File: src/rtl/pt_pkg.sv
// Shared types and constants for the PT2262-style encoder/decoder pair.
// Codebit encoding matches the encoder's ad input.
package pt_pkg;

  localparam logic [1:0] CB_ZERO  = 2'b00;
  localparam logic [1:0] CB_ONE   = 2'b01;
  localparam logic [1:0] CB_FLOAT = 2'b10;

  localparam int T_SHORT   = 4;
  localparam int T_LONG    = 12;
  localparam int T_CODEBIT = 32;
  localparam int T_SYNC    = 128;

  typedef enum logic [2:0] {
    HUNT,
    ARMED,
    MEAS_HIGH,
    MEAS_LOW,
    MEAS_SYNC
  } dec_state_t;

endpackage

File: src/rtl/pt_dec_if.sv
// Serial line in, decoded word out.
// master drives the line, slave is the decoder.
interface pt_dec_if;
  logic        din;
  logic [23:0] word;
  logic        valid;
  logic        err;

  modport master (
    output din,
    input  word, valid, err
  );

  modport slave (
    input  din,
    output word, valid, err
  );
endinterface

File: src/rtl/pt_pulse_meas.sv
// Line synchronizer, tick prescaler and saturating run-length counter.
// Emits edge events carrying the width of the run that just ended.
module pt_pulse_meas #(
  parameter int CLKS_PER_TICK = 1,
  parameter int SYNC_MIN      = 64
) (
  input  logic       clk,
  input  logic       rst,
  input  logic       i_din,
  output logic       o_tick,
  output logic       o_level,
  output logic       o_rise,
  output logic       o_fall,
  output logic [7:0] o_width,
  output logic [7:0] o_run,
  output logic       o_sync
);

  localparam int PW =
    (CLKS_PER_TICK > 1) ? $clog2(CLKS_PER_TICK) : 1;

  logic          r_s1;
  logic          r_s2;
  logic          r_lvl;
  logic [PW-1:0] r_pre;
  logic [7:0]    r_cnt;

  logic          w_edge;
  logic [7:0]    w_next;

  assign o_tick  = (r_pre == PW'(CLKS_PER_TICK - 1));
  assign w_edge  = (r_s2 != r_lvl);
  assign w_next  = w_edge ? 8'd1 :
                   (r_cnt == 8'hff) ? r_cnt :
                   r_cnt + 8'd1;

  assign o_level = r_s2;
  assign o_rise  = o_tick && w_edge && r_s2;
  assign o_fall  = o_tick && w_edge && !r_s2;
  assign o_width = r_cnt;
  assign o_run   = w_next;

  // Fire once per low run, even if the counter saturates at SYNC_MIN.
  assign o_sync  = o_tick && !r_s2 &&
                   (w_next == 8'(SYNC_MIN)) &&
                   (w_edge || r_cnt != 8'(SYNC_MIN));

  always_ff @(posedge clk) begin
    if (rst) begin
      r_s1  <= 1'b0;
      r_s2  <= 1'b0;
      r_lvl <= 1'b0;
      r_pre <= '0;
      r_cnt <= 8'd0;
    end else begin
      r_s1  <= i_din;
      r_s2  <= r_s1;
      r_pre <= o_tick ? '0 : r_pre + PW'(1);
      if (o_tick) begin
        r_lvl <= r_s2;
        r_cnt <= w_next;
      end
    end
  end

endmodule

File: src/rtl/pt_dec.sv
// PT2262-style frame decoder: half-bit FSM, codebit shifter
// and repeated-frame match filter.
module pt_dec
  import pt_pkg::*;
#(
  parameter int CLKS_PER_TICK = 1,
  parameter int REPEAT        = 2,
  parameter int SHORT_MIN     = 2,
  parameter int SHORT_MAX     = 7,
  parameter int LONG_MIN      = 9,
  parameter int LONG_MAX      = 15,
  parameter int SYNC_MIN      = 64
) (
  input  logic     clk,
  input  logic     rst,
  pt_dec_if.slave  bus
);

  logic       w_tick, w_level, w_rise, w_fall, w_sync;
  logic [7:0] w_width, w_run;

  pt_pulse_meas #(
    .CLKS_PER_TICK (CLKS_PER_TICK),
    .SYNC_MIN      (SYNC_MIN)
  ) u_meas (
    .clk     (clk),
    .rst     (rst),
    .i_din   (bus.din),
    .o_tick  (w_tick),
    .o_level (w_level),
    .o_rise  (w_rise),
    .o_fall  (w_fall),
    .o_width (w_width),
    .o_run   (w_run),
    .o_sync  (w_sync)
  );

  dec_state_t  r_state, w_state_nxt;
  logic [4:0]  r_halves;
  logic        r_first;
  logic        r_hi_long;
  logic [23:0] r_sr;
  logic [23:0] r_cand;
  logic [2:0]  r_mcnt;
  logic [23:0] r_word;
  logic        r_valid;
  logic        r_err;

  logic       w_s, w_l, w_over;
  logic       w_err, w_done, w_shift;
  logic [1:0] w_cb;
  logic       w_match, w_fire;
  logic [2:0] w_mcnt_nxt;

  assign w_s = (w_width >= 8'(SHORT_MIN)) &&
               (w_width <= 8'(SHORT_MAX));
  assign w_l = (w_width >= 8'(LONG_MIN)) &&
               (w_width <= 8'(LONG_MAX));
  assign w_over = w_tick && (w_run > 8'(LONG_MAX));

  always_comb begin
    w_state_nxt = r_state;
    w_err       = 1'b0;
    w_done      = 1'b0;
    w_shift     = 1'b0;
    case (r_state)
      HUNT:
        if (w_sync) w_state_nxt = ARMED;
      ARMED:
        if (w_rise) w_state_nxt = MEAS_HIGH;
      MEAS_HIGH:
        if (w_over && w_level) w_err = 1'b1;
        else if (w_fall) begin
          if (r_halves == 5'd24) begin
            if (w_s) w_state_nxt = MEAS_SYNC;
            else     w_err = 1'b1;
          end else if (w_s || w_l) begin
            w_state_nxt = MEAS_LOW;
          end else begin
            w_err = 1'b1;
          end
        end
      MEAS_LOW:
        if (w_over && !w_level) w_err = 1'b1;
        else if (w_rise) begin
          if (r_hi_long ? !w_s : !w_l) w_err = 1'b1;
          // Second half of a pair: 1 then 0 has no codebit.
          else if (r_halves[0] && r_first && !r_hi_long)
            w_err = 1'b1;
          else begin
            w_shift     = 1'b1;
            w_state_nxt = MEAS_HIGH;
          end
        end
      MEAS_SYNC:
        if (w_rise) w_err = 1'b1;
        else if (w_sync) begin
          w_done      = 1'b1;
          w_state_nxt = ARMED;
        end
      default:
        w_state_nxt = HUNT;
    endcase
    if (w_err) w_state_nxt = HUNT;
  end

  always_comb begin
    w_cb = CB_ZERO;
    unique case (1'b1)
      r_first && r_hi_long:  w_cb = CB_ONE;
      !r_first && r_hi_long: w_cb = CB_FLOAT;
      default:               w_cb = CB_ZERO;
    endcase
  end

  assign w_match    = (r_sr == r_cand);
  assign w_mcnt_nxt = !w_match ? 3'd1 :
                      (r_mcnt >= 3'(REPEAT)) ? r_mcnt :
                      r_mcnt + 3'd1;
  assign w_fire     = (w_mcnt_nxt == 3'(REPEAT)) &&
                      (!w_match || r_mcnt != 3'(REPEAT));

  always_ff @(posedge clk) begin
    if (rst) begin
      r_state   <= HUNT;
      r_halves  <= 5'd0;
      r_first   <= 1'b0;
      r_hi_long <= 1'b0;
      r_sr      <= 24'd0;
      r_cand    <= 24'd0;
      r_mcnt    <= 3'd0;
      r_word    <= 24'd0;
      r_valid   <= 1'b0;
      r_err     <= 1'b0;
    end else begin
      r_state <= w_state_nxt;
      r_valid <= 1'b0;
      r_err   <= w_err;
      if (w_err) r_mcnt <= 3'd0;
      if (r_state == ARMED) begin
        r_halves <= 5'd0;
        r_sr     <= 24'd0;
      end
      if (r_state == MEAS_HIGH && w_fall) r_hi_long <= w_l;
      if (w_shift) begin
        r_halves <= r_halves + 5'd1;
        if (!r_halves[0]) r_first <= r_hi_long;
        else              r_sr <= {r_sr[21:0], w_cb};
      end
      if (w_done) begin
        r_cand <= r_sr;
        r_mcnt <= w_mcnt_nxt;
        if (w_fire) begin
          r_word  <= r_sr;
          r_valid <= 1'b1;
        end
      end
    end
  end

  assign bus.word  = r_word;
  assign bus.valid = r_valid;
  assign bus.err   = r_err;

endmodule

File: src/flat_wrapper.sv
// flat-port wrapper written by rule: the top's interface ports become plain ports
module pt_dec_flat import pt_pkg::*;
#(
  parameter int CLKS_PER_TICK = 1,
  parameter int REPEAT        = 2,
  parameter int SHORT_MIN     = 2,
  parameter int SHORT_MAX     = 7,
  parameter int LONG_MIN      = 9,
  parameter int LONG_MAX      = 15,
  parameter int SYNC_MIN      = 64
)
  (clk, rst, bus_din, bus_word, bus_valid, bus_err);
  pt_dec_if bus_i ();
  input  logic clk;
  input  logic rst;
  input wire logic [$bits(bus_i.din)-1:0] bus_din;
  output wire logic [$bits(bus_i.word)-1:0] bus_word;
  output wire logic [$bits(bus_i.valid)-1:0] bus_valid;
  output wire logic [$bits(bus_i.err)-1:0] bus_err;
  assign bus_i.din = bus_din;
  assign bus_word = bus_i.word;
  assign bus_valid = bus_i.valid;
  assign bus_err = bus_i.err;
  pt_dec #(.CLKS_PER_TICK(CLKS_PER_TICK), .REPEAT(REPEAT), .SHORT_MIN(SHORT_MIN), .SHORT_MAX(SHORT_MAX), .LONG_MIN(LONG_MIN), .LONG_MAX(LONG_MAX), .SYNC_MIN(SYNC_MIN)) u_core (.clk(clk), .rst(rst), .bus(bus_i));
endmodule
File: config.mk
export PLATFORM = sky130hd
export DESIGN_NAME = pt_dec_flat
export DESIGN_NICKNAME = d
export VERILOG_FILES = /design/src/rtl/pt_pkg.sv /design/src/rtl/pt_dec_if.sv /design/src/rtl/pt_pulse_meas.sv /design/src/rtl/pt_dec.sv /design/src/flat_wrapper.sv
export SDC_FILE = /design/constraint.sdc
export NUM_CORES = 1
export LEC_CHECK = 0
export BUFFER_PORTS_ARGS = -buffer_cell sky130_fd_sc_hd__buf_2
export CORE_UTILIZATION = 55
export CTS_CLUSTER_DIAMETER = 150
export DETAILED_ROUTE_END_ITERATION = 7
export PLACE_DENSITY = 0.83
export SYNTH_ARGS = -nofsm -noshare
export SYNTH_HDL_FRONTEND = slang
export SYNTH_SLANG_ARGS = --single-unit
File: constraint.sdc
create_clock -name clk -period 2.46 [get_ports clk]
set_input_delay 0.369 -clock clk [delete_from_list [all_inputs] [get_ports clk]]
set_output_delay 0.369 -clock clk [all_outputs]
set_load 0.02 [all_outputs]
== After elaboration in Yosys (flattened, before gate mapping) ==
Index checks and enable logic that the tools add are counted.
Widths: inputs -> output; s select.
Storage, ports and cells
  flip-flop bits (word level): 99
  input port bits: 3
  output and inout bits: 26
  logic and storage cells: 131
Operators by class
  add/subtract/negate cells: 4
  $lt $le $gt $ge: 6
  equal/unequal tests: 22
  multiplexer cells: 46
  bitwise gates (word level): 3
  reduce and logical (&&, ||, !) cells: 35
Operators by type and width (number)
  $mux 24: 3
  $mux 3: 16
  $eq 24x24->1: 1
  $mux 1: 20
  $logic_and 1x1->1: 17
  $mux 8: 2
  $pmux 3 s5: 1
  $ne 2x2->1 const B: 7
  $mux 5: 2
  $reduce_and 10->1: 1
  $eq 3x2->1 const B: 3
  $add 8x1->8 const B: 1
  $eq 8x7->1 const B: 1
  $eq 8x8->1 const B: 1
  $ge 8x2->1 const B: 1
  $ge 8x4->1 const B: 1
  $gt 8x4->1 const B: 1
  $le 8x3->1 const B: 1
  $le 8x4->1 const B: 1
  $ne 8x7->1 const B: 1
  $logic_not 1->1: 6
  $ne 3x2->1 const B: 2
  $reduce_or 2->1: 3
  $add 5x1->5 const B: 1
  16 further kinds: 22

== Logic depth before layout (Yosys ltp) ==
Gate-level depths: netlist of the first run.
  depth in word-level cells: 11
  mapped depth: 10

== By module ==
Synthesis of the first run repeated with hierarchy kept, for this count alone.
Second synthesis, totals
  cells, all modules: 603
  area, all modules: 5026.1 µm²
By module, submodules not included
  pt_dec: times used 1, cells each 491, area an instance 4150.2 µm²
  pt_pulse_meas: times used 1, cells each 112, area an instance 875.8 µm²

== Least setup slack after synthesis of the first run ==
Ideal clock, no wire load.
  path type: register to register
  start point: register u_core.u_meas.r_cnt[1] (netlist: u_core.u_meas.o_width[1])
  end point: register u_core.r_cand[4]
  data arrival time: 2.297 ns
  data required time: 2.389 ns
  path slack: 0.093 ns
  cell stages (with the launch flop): 11
  buffers on the path: 3
  clock period less this slack: 2.367 ns
  cell sequence: dfxtp_1 -> ha_1 -> and4_1 -> buf_4 -> a211o_1 -> a22o_1 -> nor3_1 -> buf_2 -> buf_4 -> nand2_1 -> a21oi_1
Between the ends
  longest elaborated chain between the ends: 9
  elaborated cells on any way between the ends: 12
Ends and longest elaborated chain
  from (decl): RTL line pt_pulse_meas.sv:26  | logic [7:0] r_cnt;
  from (signal assigned): RTL line pt_pulse_meas.sv:61  | r_cnt <= w_next;
  $add 8x1->8 / $eq 8x8->1 (equally long branches): RTL line pt_pulse_meas.sv:35, pt_pulse_meas.sv:34
  $mux 8: RTL line pt_pulse_meas.sv:34  | (r_cnt == 8'hff) ? r_cnt :
  $mux 8: RTL line pt_pulse_meas.sv:33  | assign w_next = w_edge ? 8'd1 :
  $eq 8x7->1: RTL line pt_pulse_meas.sv:45  | (w_next == 8'(SYNC_MIN)) &&
  $logic_and 1x1->1: RTL line pt_pulse_meas.sv:44  | assign o_sync = o_tick && !r_s2 &&
  $logic_and 1x1->1 (*): RTL line pt_pulse_meas.sv:45
  $mux 1 (*): RTL line pt_dec.sv:97  | else if (w_sync) begin
  $mux 1 (*): RTL line pt_dec.sv:96  | if (w_rise) w_err = 1'b1;
  $mux 1 (*): RTL line pt_dec.sv:66  | case (r_state)
  to (signal assigned): RTL line pt_dec.sv:151  | r_cand <= r_sr;
  to (decl): RTL line pt_dec.sv:43  | logic [23:0] r_cand;
Every way passes the cells marked *; elsewhere a longest branch is shown, timed or not.
A chain may end at the register's enable or synchronous reset.

== Final worst setup path of the first run ==
  start point: register u_core.u_meas.r_cnt[0] (netlist: u_core.u_meas.o_width[0])
  end point: register u_core.r_cand[12]
The elaborated chain is that of the path after synthesis.

==> results of run 1 <==
## report_power, final
group          total, uW  switching [uW]  internal [uW]
Clock               1070             668            403
Sequential          1620            9.73           1610
Combinational       98.2            63.2           35.0
Total               2790             741           2050
## cell type report
cell class                 count  share of cell area
tap                          105              0.0244
inverter                       8             0.00558
clock inverter                 7              0.0139
clock buffer                   9              0.0230
timing repair buffer          58              0.0788
multi-input combinational    453               0.486
sequential                    99               0.368
## per-layer routing
metal,part of all wire,track usage,vias up
li1,-,-,2192
met1,0.44,0.353,2212
met2,0.48,0.439,196
met3,0.060,0.0463,24
met4,0.020,0.114,0
met5,0,0,-
## logic make-up after synthesis
logic type,Yosys count
and+or+nand+nor,253
AOI/OAI and AO/OA,160
DFF,99
other,1
buffers and inverters,53
xor gates and xnor gates,28
adders and majority gates,9
muxes,2
## through the flow
step                hold slack (ns)  power [uW]   util
floorplan                     0.414        1720      -
global placement              0.419        1750  0.613
detailed placement            0.433        1750  0.613
CTS                           0.190        2780  0.637
global route                  0.231        2860  0.645
finish                        0.194        2790  0.645
## layout by cell type, fill, tap and decap left out, drive strengths merged, types with 6 or more instances in the layout
cell     n
nand2   82
buf     57
xnor2   27
nor3    13
a21oi   98
nand4   12
clkbuf  10
nor2    26
or3      6
nor2b    6
ha       9
a211oi   6
o21ai   33
dfxtp   99
nor4     9
nand3   62
inv     12
## worst max path at each step
stage / start / end / depth (start not counted) / slack (ns)
after floorplan: u_core.u_meas.o_width[1] / u_core.r_cand[4] / 10 / 0.09
after global placement: u_core.u_meas.o_width[5] / u_core.r_state[2] / 5 / 0.19
after detailed placement: u_core.u_meas.o_width[0] / u_core.bus.word[13] / 9 / 0.08
after CTS: u_core.u_meas.o_width[1] / u_core.bus.word[13] / 8 / 0.05
after global routing: u_core.u_meas.o_width[0] / u_core.bus.word[21] / 10 / -0.03
final: u_core.u_meas.o_width[0] / u_core.r_cand[12] / 10 / 0.08
## repair_timing
item | 4_1_cts | 5_1_grt
gates resized for setup | 0 | 11
hold buffers | 0 | 0
setup buffers | 0 | 1
endpoints found under the hold margin | 0 | 0
setup endpoints to repair | 0 | 48
## registers in the layout (all words and copies together) (netlist names)
register               cells
u_core.r_sr               24
u_core.r_halves            5
u_core.r_cand             24
u_core.bus.valid           1
u_core.u_meas.r_lvl        1
u_core.r_first             1
u_core.u_meas.o_level      1
u_core.bus.err             1
u_core.u_meas.r_s1         1
u_core.u_meas.r_pre        1
u_core.r_hi_long           1
u_core.u_meas.o_width      8
u_core.r_state             3
u_core.bus.word           24
u_core.r_mcnt              3
## worst max-delay path, cell delays in order, from the launching register on
cell and delay, ns:
sky130_fd_sc_hd__dfxtp_1 0.37, sky130_fd_sc_hd__inv_1 0.10, sky130_fd_sc_hd__ha_1 0.20, sky130_fd_sc_hd__nor4bb_1 0.13, sky130_fd_sc_hd__a2bb2o_2 0.31, sky130_fd_sc_hd__or3_4 0.41
sky130_fd_sc_hd__nor3_4 0.16, sky130_fd_sc_hd__buf_4 0.18, sky130_fd_sc_hd__buf_6 0.18, sky130_fd_sc_hd__nand2_1 0.09, sky130_fd_sc_hd__a21oi_1 0.18
==> results.py, run 1 <==
metrics = {
    "outcome": {
        "run_status": "finished, final reports clean",
    },
    "global_routing": {
        "grt_remaining_overflow": 0,
        "grt_pass1_wl_mm": 19.4,
        "groute.usage.overall": 0.270,
        "antenna_found_initial": 0,
        "first_global_vias": 4129,
        "grt_start_max_net_pins": 52,
    },
    "timing": {
        "final_min_period_over_clock_period": 0.968,
        "worst-slew-pin-transition_ns": 0.548,
        "final_hold_viol_count": 0,
        "final_setup_tns_ns": 0,
        "final_max_slew_viol_count": 0,
        "report.final.setup_viol": 0,
        "final_period_minus_worst_setup_slack_ns": 2.38,
        "clock.fmax_ghz": 0.420,
        "skew_ns": 0.0160,
        "slew_headroom": 0.631,
        "worst_slack_ns": 0.0780,
    },
    "synthesis": {
        "ys_ff_latch": 99,
        "syn_nets": 617,
        "synthDistinctLibCells": 64,
        "synth.area.top_cells": "sky130_fd_sc_hd__dfxtp_1 (41%), sky130_fd_sc_hd__a21oi_1 (10%), sky130_fd_sc_hd__nand3_1 (6.4%)",
        "synth-edff-count": 0,
        "post_synth.cell_area_avg_sq_um": 7.96,
        "netlist.area_leader.share": 0.411,
        "synth_compound_area_frac": 0.187,
        "synth_top_family_by_area": "simple AND/OR/NAND/NOR gates",
        "synthCells": 605,
        "synth_common_cells": "sky130_fd_sc_hd__dfxtp_1 (99), sky130_fd_sc_hd__a21oi_1 (98), sky130_fd_sc_hd__nand2_1 (82)",
        "ys_seq_area_frac": 0.411,
        "synthXorXnorAreaFrac": 0.0509,
        "synth_warnings": 0,
        "synth_fa_ha_area_frac": 0.0234,
        "synth_largest_area_cell": "sky130_fd_sc_hd__dfxtp_1",
        "synth.most_common_cell": "sky130_fd_sc_hd__dfxtp_1",
        "asyncSetResetFlopFracSynth": 0,
        "synth.cell_area_sq_um": 4820,
        "synth_mux_area_frac": 0.00415,
        "synth_flop_cell": "sky130_fd_sc_hd__dfxtp_1",
        "synth_simple_gate_area_share": 0.270,
    },
    "place": {
        "globalplace.congestion": 0.930,
        "hpwl_mm": 7.77,
        "dp_slack_ns": 0.0751,
        "portBuffers": 28,
        "placed_cells": 720,
        "post_place_instance_area_sq_um": 5110,
    },
    "cells_and_area": {
        "insertedDiodeCount": 0,
        "fill_cells": 703,
        "final_layout_size_suffix_gt1_frac": 0.145,
        "register_area_sq_um": 1980,
        "postLayoutCellArea_sq_um": 5380,
        "finish.cell_count_without_fillers": 739,
        "flow.area_growth_from_synthesis_pct": 11.7,
        "num-nets-final": 641,
        "multi_input_comb_area_sq_um": 2620,
    },
    "die": {
        "die_height_um": 95.6,
        "design.die.area_sq_um": 9140,
        "ioPinCount": 29,
        "floorplan.core_area_sq_um": 8340,
        "initial_core_util": 0.578,
        "fp-row-count": 33,
        "die_w_um": 95.6,
    },
    "worst_setup_path": {
        "critical_path.reg2reg.endpoint": "u_core.r_cand[12]",
        "worst-r2r-cell-count": 10,
        "cp.required_ns": 2.78,
        "worst_ep_arrival_time_ns": 2.71,
        "path_max_fanout": 12,
        "criticalPathCategory": "flip-flop to flip-flop",
        "timing.critical_path.from_type": "flip-flop",
        "endpoint_kind": "flip-flop",
        "r2r-start": "u_core.u_meas.o_width[0]",
        "rrSetupSlack_ns": 0.08,
    },
    "cts": {
        "clk_root_buffer_cell": "sky130_fd_sc_hd__clkbuf_8",
        "cts-htree-levels": 3,
        "numCtsBuffers": 9,
        "clock_latency_at_the_later_pin_of_the_worst_skew_pair_ns": 0.39,
        "clkSlewWorstSetupHoldPaths_ns": 0.12,
        "ctsLongestPathBuffers": 2,
        "clock_sink_count": 99,
        "cts_tree": "yes",
    },
    "min_path": {
        "hold-path-cell-count": 2,
        "timing.hold.worst.start": "bus_din",
        "min-delay-path-class": "primary input to flip-flop",
        "worst_hold_path.endpoint": "u_core.u_meas.r_s1",
    },
    "power_and_ir_drop": {
        "power.density_cell_area_nw_per_um2": 518,
        "irDropWorstVdd_mv": 0.431,
        "power.static_leakage_uw": 0.00183,
    },
    "detailed_routing": {
        "avgViaCountPerCell": 6.26,
        "initial_drc_count": 379,
        "ant_nets": 0,
        "detail_route.wirelength_mm": 12.1,
        "remaining_drc_errors": 0,
        "detail_route.wl_per_cell_um": 16.4,
        "drt_pre_antenna_iters": 5,
        "detailroute.via_count": 4624,
    },
    "job": {
        "max-cap-violations": 0,
    },
}
Power figures use the tool's default switching activity.
==> run 2: changes to the inputs <==
Settings changed: ABC_AREA set to 1.
==> run 2 against run 1 <==
First-iteration DRC count is 33% lower. Global-route usage is 3.7 points lower. Final area is 1.8% higher. Via count is 1.9% lower. Largest power group unchanged. Synthesized cell count is 18% higher. Cell count is 15% higher. Utilization is 1.4 points lower. Non-clock buffer count is 11 lower. Critical path type unchanged. Routed wire length is 11% lower.
==> results.py, run 2 <==
metrics = {
    "detailed_routing": {
        "initial_drc_count": 254,
        "ant_nets": 0,
        "detail_route.wirelength_mm": 10.8,
        "avgViaCountPerCell": 5.33,
        "detailroute.via_count": 4535,
        "detail_route.wl_per_cell_um": 12.7,
        "remaining_drc_errors": 0,
        "drt_pre_antenna_iters": 5,
    },
    "synthesis": {
        "synth.most_common_cell": "sky130_fd_sc_hd__nand2_1",
        "asyncSetResetFlopFracSynth": 0,
        "synth-edff-count": 0,
        "ys_ff_latch": 99,
        "synth_warnings": 0,
        "synth_largest_area_cell": "sky130_fd_sc_hd__dfxtp_1",
        "syn_nets": 725,
        "synth.area.top_cells": "sky130_fd_sc_hd__dfxtp_1 (40%), sky130_fd_sc_hd__a21oi_1 (9.8%), sky130_fd_sc_hd__nand2_1 (8.9%)",
        "synthDistinctLibCells": 30,
        "synth_common_cells": "sky130_fd_sc_hd__nand2_1 (117), sky130_fd_sc_hd__dfxtp_1 (99), sky130_fd_sc_hd__a21oi_1 (96), sky130_fd_sc_hd__inv_1 (96), sky130_fd_sc_hd__nor2_1 (76)",
        "netlist.area_leader.share": 0.404,
        "synth_flop_cell": "sky130_fd_sc_hd__dfxtp_1",
        "post_synth.cell_area_avg_sq_um": 6.89,
        "synthCells": 713,
        "synth.cell_area_sq_um": 4910,
        "ys_seq_area_frac": 0.404,
    },
    "cells_and_area": {
        "register_area_sq_um": 1990,
        "final_layout_size_suffix_gt1_frac": 0.116,
        "postLayoutCellArea_sq_um": 5480,
        "num-nets-final": 750,
        "layout.cells.most_common": "sky130_fd_sc_hd__nand2_1",
        "multi_input_comb_area_sq_um": 2400,
        "fill_cells": 766,
        "flow.area_growth_from_synthesis_pct": 11.6,
        "mostFrequentLayoutCells": "sky130_fd_sc_hd__nand2_1 (117), sky130_fd_sc_hd__dfxtp_1 (97), sky130_fd_sc_hd__inv_1 (96), sky130_fd_sc_hd__a21oi_1 (96), sky130_fd_sc_hd__nor2_1 (75)",
        "insertedDiodeCount": 0,
    },
    "worst_setup_path": {
        "path_max_fanout": 8,
        "cp.required_ns": 2.73,
        "timing.critical_path.from_type": "flip-flop",
        "endpoint_kind": "flip-flop",
        "worst_ep_arrival_time_ns": 2.55,
        "worst-r2r-cell-count": 16,
        "worst_path_dominant_cell_family": "simple AND/OR/NAND/NOR gates",
        "criticalPathCategory": "flip-flop to flip-flop",
        "path_common_cell": "sky130_fd_sc_hd__nor2_4",
        "cp_cell_sequence": "ha_2, nand2_1, nor2_4, nand2_4, nand2_2, nand2_2, nor2_4, nand3_1, nor2_4, nand3b_4, nor2_4, buf_12, clkbuf_16, nand3_1, nand2_1, nor2_1",
        "cp.buffers_inverters": 2,
        "cpPeakStageDelay_ns": 0.38,
        "r2r-start": "u_core.u_meas.o_width[0]",
        "rrSetupSlack_ns": 0.18,
        "critical_path.reg2reg.endpoint": "u_core.bus.word[13]",
        "timing.critical_path.slowest_stage_cell": "sky130_fd_sc_hd__dfxtp_4",
    },
    "min_path": {
        "min-delay-path-class": "primary input to flip-flop",
        "worst_hold_path.endpoint": "u_core.u_meas.r_s1",
        "timing.hold.worst.start": "bus_din",
        "hold-path-cell-count": 3,
    },
    "place": {
        "globalplace.congestion": 0.898,
        "portBuffers": 28,
        "hpwl_mm": 7.25,
        "post_place_instance_area_sq_um": 5150,
    },
    "die": {
        "floorplan.core_area_sq_um": 8680,
        "fp-row-count": 34,
        "ioPinCount": 29,
        "initial_core_util": 0.566,
        "die_w_um": 96.5,
        "design.die.area_sq_um": 9310,
        "die_height_um": 96.5,
    },
    "timing": {
        "skew_ns": 0.0154,
        "grt_setup_unrepaired": "false",
        "final_max_slew_viol_count": 0,
        "final_hold_viol_count": 0,
        "final_period_minus_worst_setup_slack_ns": 2.28,
        "clock.fmax_ghz": 0.438,
        "final_setup_tns_ns": 0,
        "final.hold.worst_slack_ns": 0.211,
        "report.final.setup_viol": 0,
        "final_min_period_over_clock_period": 0.928,
    },
    "cts": {
        "clock_sink_count": 99,
        "clk_root_buffer_cell": "sky130_fd_sc_hd__clkbuf_8",
        "cts_tree": "yes",
        "cts-htree-levels": 3,
        "clkSlewWorstSetupHoldPaths_ns": 0.10,
        "numCtsBuffers": 9,
        "clock_latency_at_the_later_pin_of_the_worst_skew_pair_ns": 0.37,
        "ctsLongestPathBuffers": 2,
    },
    "global_routing": {
        "grt_start_max_net_pins": 49,
        "first_global_vias": 3954,
        "grt_remaining_overflow": 0,
        "antenna_found_initial": 0,
        "grt_pass1_wl_mm": 17.2,
        "groute.usage.overall": 0.233,
    },
    "power_and_ir_drop": {
        "power.static_leakage_uw": 0.00235,
        "finalPower_uw": 3290,
        "power.density_cell_area_nw_per_um2": 600,
        "irDropWorstVdd_mv": 0.448,
    },
    "job": {
        "max-cap-violations": 0,
    },
    "outcome": {
        "run_status": "finished, final reports clean",
    },
}
==> run 2: changes by cell type after synthesis, moves of 9 or more <==
| cell | before | now |
|---|---|---|
| sky130_fd_sc_hd__nor4_1 | 9 | 0 |
| sky130_fd_sc_hd__xor2_1 | 1 | 12 |
| sky130_fd_sc_hd__nand2_1 | 82 | 117 |
| sky130_fd_sc_hd__o21ai_1 | 0 | 23 |
| sky130_fd_sc_hd__nor2_1 | 26 | 76 |
| sky130_fd_sc_hd__xnor2_1 | 27 | 9 |
| sky130_fd_sc_hd__inv_1 | 8 | 96 |
==> run 2: per-layer routing <==
metal / global-route usage / wire length, um / vias to the layer above
met5: 0 / 0 / -
met4: 0.0662 / 161 / 0
met3: 0.0548 / 480 / 18
met2: 0.411 / 5410 / 122
met1: 0.282 / 4770 / 2056
li1: - / - / 2339
==> run 2: cell type report <==
cell class | count | share of cell area
Sequential cell | 99 | 0.362
Clock inverter | 7 | 0.0162
Tap cell | 108 | 0.0247
Clock buffer | 9 | 0.0226
Timing Repair Buffer | 47 | 0.0662
Inverter | 102 | 0.0703
Multi-Input combinational cell | 479 | 0.438
==> run 2: how the worst max path moves through the flow <==
stage	endpoint	start	slack [ns]	cells past startpoint
2_1_floorplan	u_core.bus.word[17]	u_core.u_meas.o_width[1]	0.41	15
3_3_place_gp	u_core.r_sr[2]	u_core.u_meas.o_width[0]	0.15	14
3_5_place_dp	u_core.r_sr[5]	u_core.u_meas.o_width[0]	0.007	14
4_1_cts	u_core.r_sr[5]	u_core.u_meas.o_width[0]	0.003	14
5_1_grt	u_core.bus.word[15]	u_core.u_meas.o_width[0]	0.007	16
6_report	u_core.bus.word[13]	u_core.u_meas.o_width[0]	0.18	16
==> run 2: what timing repair did <==
item | CTS | global route
endpoints found under the setup margin | 0 | 65
gates resized for setup | 0 | 9
hold buffers | 0 | 0
setup buffers | 0 | 1
==> run 2: power by group <==
group | total [uW] | internal, uW | leakage [uW] | switching [uW]
sequential | 1680 | 1640 | 0.000801 | 38.7
clock | 1110 | 499 | 0.000106 | 611
combinational | 501 | 161 | 0.00145 | 340
total | 3290 | 2300 | 0.00235 | 989
==> run 2: through the flow <==
stage               utilization  setup WS, ns  std cells
floorplan                     -         0.410        713
global placement          0.594         0.152        830
detailed placement        0.594       0.00719        830
CTS                       0.618       0.00315        846
global route              0.632       0.00732        851
finish                    0.632         0.177        851
==> run 2: kinds of logic after synthesis <==
group                      after synthesis  share of synthesized area
DFF                                     99                      0.404
xor gates and xnor gates                21                     0.0375
adders and majority gates                9                     0.0229
AOI/OAI and AO/OA                      163                      0.167
and+or+nand+nor                        285                      0.257
buffers and inverters                  135                      0.111
other                                    1                   0.000764
==> run 2: worst min-delay path: stages <==
cell	delay [ns]
sky130_fd_sc_hd__buf_2	0.10
sky130_fd_sc_hd__inv_1	0.04
sky130_fd_sc_hd__nor2_1	0.03
==> run 3: changes to the inputs <==
Settings changed: CORE_MARGIN set to 10, MAX_ROUTING_LAYER set to met4, SETUP_SLACK_MARGIN set to 0.5.
==> run 3 against run 2 <==
First-iteration DRC count increased by 40%. Critical path type unchanged. Worst hold slack got worse by 0.012 ns. Highest routed layer unchanged. Non-clock buffer count increased by 20.
==> results.py, run 3 (synthesis results as in run 2) <==
metrics = {
    "die": {
        "design.die.area_sq_um": 13100,
        "die_w_um": 114,
        "fp-row-count": 34,
        "die_height_um": 114,
        "floorplan.core_area_sq_um": 8720,
        "ioPinCount": 29,
        "initial_core_util": 0.563,
    },
    "global_routing": {
        "antenna_found_initial": 0,
        "first_global_vias": 4701,
        "grt_remaining_overflow": 0,
        "grt_pass1_wl_mm": 20.9,
        "grt_start_max_net_pins": 72,
        "groute.usage.overall": 0.195,
    },
    "timing": {
        "grt_setup_unrepaired": "true",
        "clock.fmax_ghz": 0.446,
        "report.final.setup_viol": 0,
        "final.hold.worst_slack_ns": 0.199,
        "final_max_slew_viol_count": 0,
        "final_hold_viol_count": 0,
        "final_period_minus_worst_setup_slack_ns": 2.24,
        "skew_ns": 0.0159,
        "final_setup_tns_ns": 0,
        "final_min_period_over_clock_period": 0.912,
    },
    "cells_and_area": {
        "final_layout_size_suffix_gt1_frac": 0.206,
        "flow.area_growth_from_synthesis_pct": 21.7,
        "insertedDiodeCount": 0,
        "mostFrequentLayoutCells": "sky130_fd_sc_hd__nand2_1 (111), sky130_fd_sc_hd__inv_1 (93), sky130_fd_sc_hd__dfxtp_1 (92)",
        "finish.cell_count_without_fillers": 874,
        "layout.cells.most_common": "sky130_fd_sc_hd__nand2_1",
        "num-nets-final": 773,
        "fill_cells": 675,
    },
    "power_and_ir_drop": {
        "power.density_cell_area_nw_per_um2": 545,
        "irDropWorstVdd_mv": 0.621,
        "power.static_leakage_uw": 0.00258,
    },
    "worst_setup_path": {
        "path_common_cell": "sky130_fd_sc_hd__nor2_4",
        "timing.critical_path.slowest_stage_cell": "sky130_fd_sc_hd__dfxtp_4",
        "timing.critical_path.from_type": "flip-flop",
        "path_max_fanout": 8,
        "criticalPathCategory": "flip-flop to flip-flop",
        "cp.buffers_inverters": 3,
        "worst_path_dominant_cell_family": "simple AND/OR/NAND/NOR gates",
        "endpoint_kind": "flip-flop",
        "cpPeakStageDelay_ns": 0.39,
        "worst_ep_arrival_time_ns": 2.56,
        "cp.required_ns": 2.78,
        "cp_cell_sequence": "ha_4, nand2_4, nor2_4, nand2_4, nand2_2, nand2_2, nor2_4, nand3_2, nor2_4, nand3b_4, nor2_4, buf_6, buf_6, buf_16, a21oi_2, nor2_1",
    },
    "cts": {
        "cts-htree-levels": 3,
        "clock_latency_at_the_later_pin_of_the_worst_skew_pair_ns": 0.38,
        "clkSlewWorstSetupHoldPaths_ns": 0.11,
        "cts_tree": "yes",
        "ctsLongestPathBuffers": 2,
        "clock_sink_count": 99,
        "clk_root_buffer_cell": "sky130_fd_sc_hd__clkbuf_8",
        "numCtsBuffers": 9,
    },
    "detailed_routing": {
        "detailroute.via_count": 4850,
        "ant_nets": 0,
        "remaining_drc_errors": 0,
        "avgViaCountPerCell": 5.55,
        "initial_drc_count": 355,
        "detail_route.wirelength_mm": 13.3,
        "drt_pre_antenna_iters": 5,
        "detail_route.wl_per_cell_um": 15.3,
    },
    "min_path": {
        "min-delay-path-class": "primary input to flip-flop",
    },
    "job": {
        "max-cap-violations": 0,
    },
    "place": {
        "hpwl_mm": 7.48,
        "placed_cells": 824,
        "globalplace.congestion": 0.874,
        "portBuffers": 28,
    },
    "outcome": {
        "run_status": "finished, final reports clean",
    },
}
[run 3: cell types whose count changed in the layout (fill, tap and decap cells not counted), sizes merged]
cell | previous run | this run
bufbuf | 0 | 1
clkbuf | 11 | 10
bufinv | 1 | 0
nor2 | 84 | 85
clkinvlp | 1 | 0
buf | 45 | 65
clkinv | 1 | 5
[run 3: worst register-to-register path: stages (launching register included)]
cell                       delay [ns]
sky130_fd_sc_hd__dfxtp_4         0.39
sky130_fd_sc_hd__ha_4            0.17
sky130_fd_sc_hd__nand2_4         0.06
sky130_fd_sc_hd__nor2_4          0.13
sky130_fd_sc_hd__nand2_4         0.10
sky130_fd_sc_hd__nand2_2         0.07
sky130_fd_sc_hd__nand2_2         0.06
sky130_fd_sc_hd__nor2_4          0.13
sky130_fd_sc_hd__nand3_2         0.11
sky130_fd_sc_hd__nor2_4          0.14
sky130_fd_sc_hd__nand3b_4        0.10
sky130_fd_sc_hd__nor2_4          0.18
sky130_fd_sc_hd__buf_6           0.16
sky130_fd_sc_hd__buf_6           0.12
sky130_fd_sc_hd__buf_16          0.12
sky130_fd_sc_hd__a21oi_2         0.05
sky130_fd_sc_hd__nor2_1          0.13
[run 3: path summary, 6_finish.rpt]
check,startpoint,to,slack [ns],cells past startpoint
hold / removal,bus_din,u_core.u_meas.r_s1,0.20,3
setup / recovery,u_core.u_meas.o_width[0],u_core.bus.word[3],0.22,16
setup reg to reg,u_core.u_meas.o_width[0],u_core.bus.word[3],0.22,16
hold reg to reg,u_core.u_meas.r_s1,u_core.u_meas.o_level,0.42,2
[run 3: layout make-up]
| class | instances | area, sq um | area share |
|---|---|---|---|
| clock buffer | 9 | 124 | 0.0207 |
| clock inverter | 7 | 67.6 | 0.0113 |
| inverter | 102 | 395 | 0.0662 |
| multi-input combinational | 480 | 2590 | 0.433 |
| sequential | 99 | 2000 | 0.334 |
| tap | 108 | 135 | 0.0226 |
| timing repair buffer | 67 | 653 | 0.109 |
| timing repair inverter | 2 | 17.5 | 0.00293 |
[run 3: what timing repair did]
action / CTS / global route
cloned: 6 / 4
resized for setup: 43 / 50
endpoints found under the setup margin: 79 / 85
buffers inserted: 12 / 12
hold buffers: 0 / 0
pin swaps: 15 / 24
[run 3: report_power, final]
group	total, uW	switching, uW	internal (uW)
Clock	1010	618	394
Sequential	1680	44.3	1640
Combinational	561	376	185
[run 3: metal layers]
layer  up-vias  GRT usage  wire length [um]
met1      2239      0.208              5270
met5         -          -                 0
met3        39     0.0435               809
met2       182      0.339              6890
met4         0     0.0827               367
li1       2390          -                 -
[run 3: metrics by stage]
| step | power, uW | setup slack [ns] | util | area [sq um] |
|---|---|---|---|---|
| floorplan | 2090 | 0.502 | - | 4940 |
| global placement | 2180 | 0.223 | 0.590 | 5140 |
| detailed placement | 2200 | 0.0933 | 0.590 | 5140 |
| CTS | 3220 | 0.298 | 0.655 | 5710 |
| global route | 3410 | 0.0431 | 0.685 | 5970 |
| finish | 3260 | 0.218 | 0.685 | 5970 |
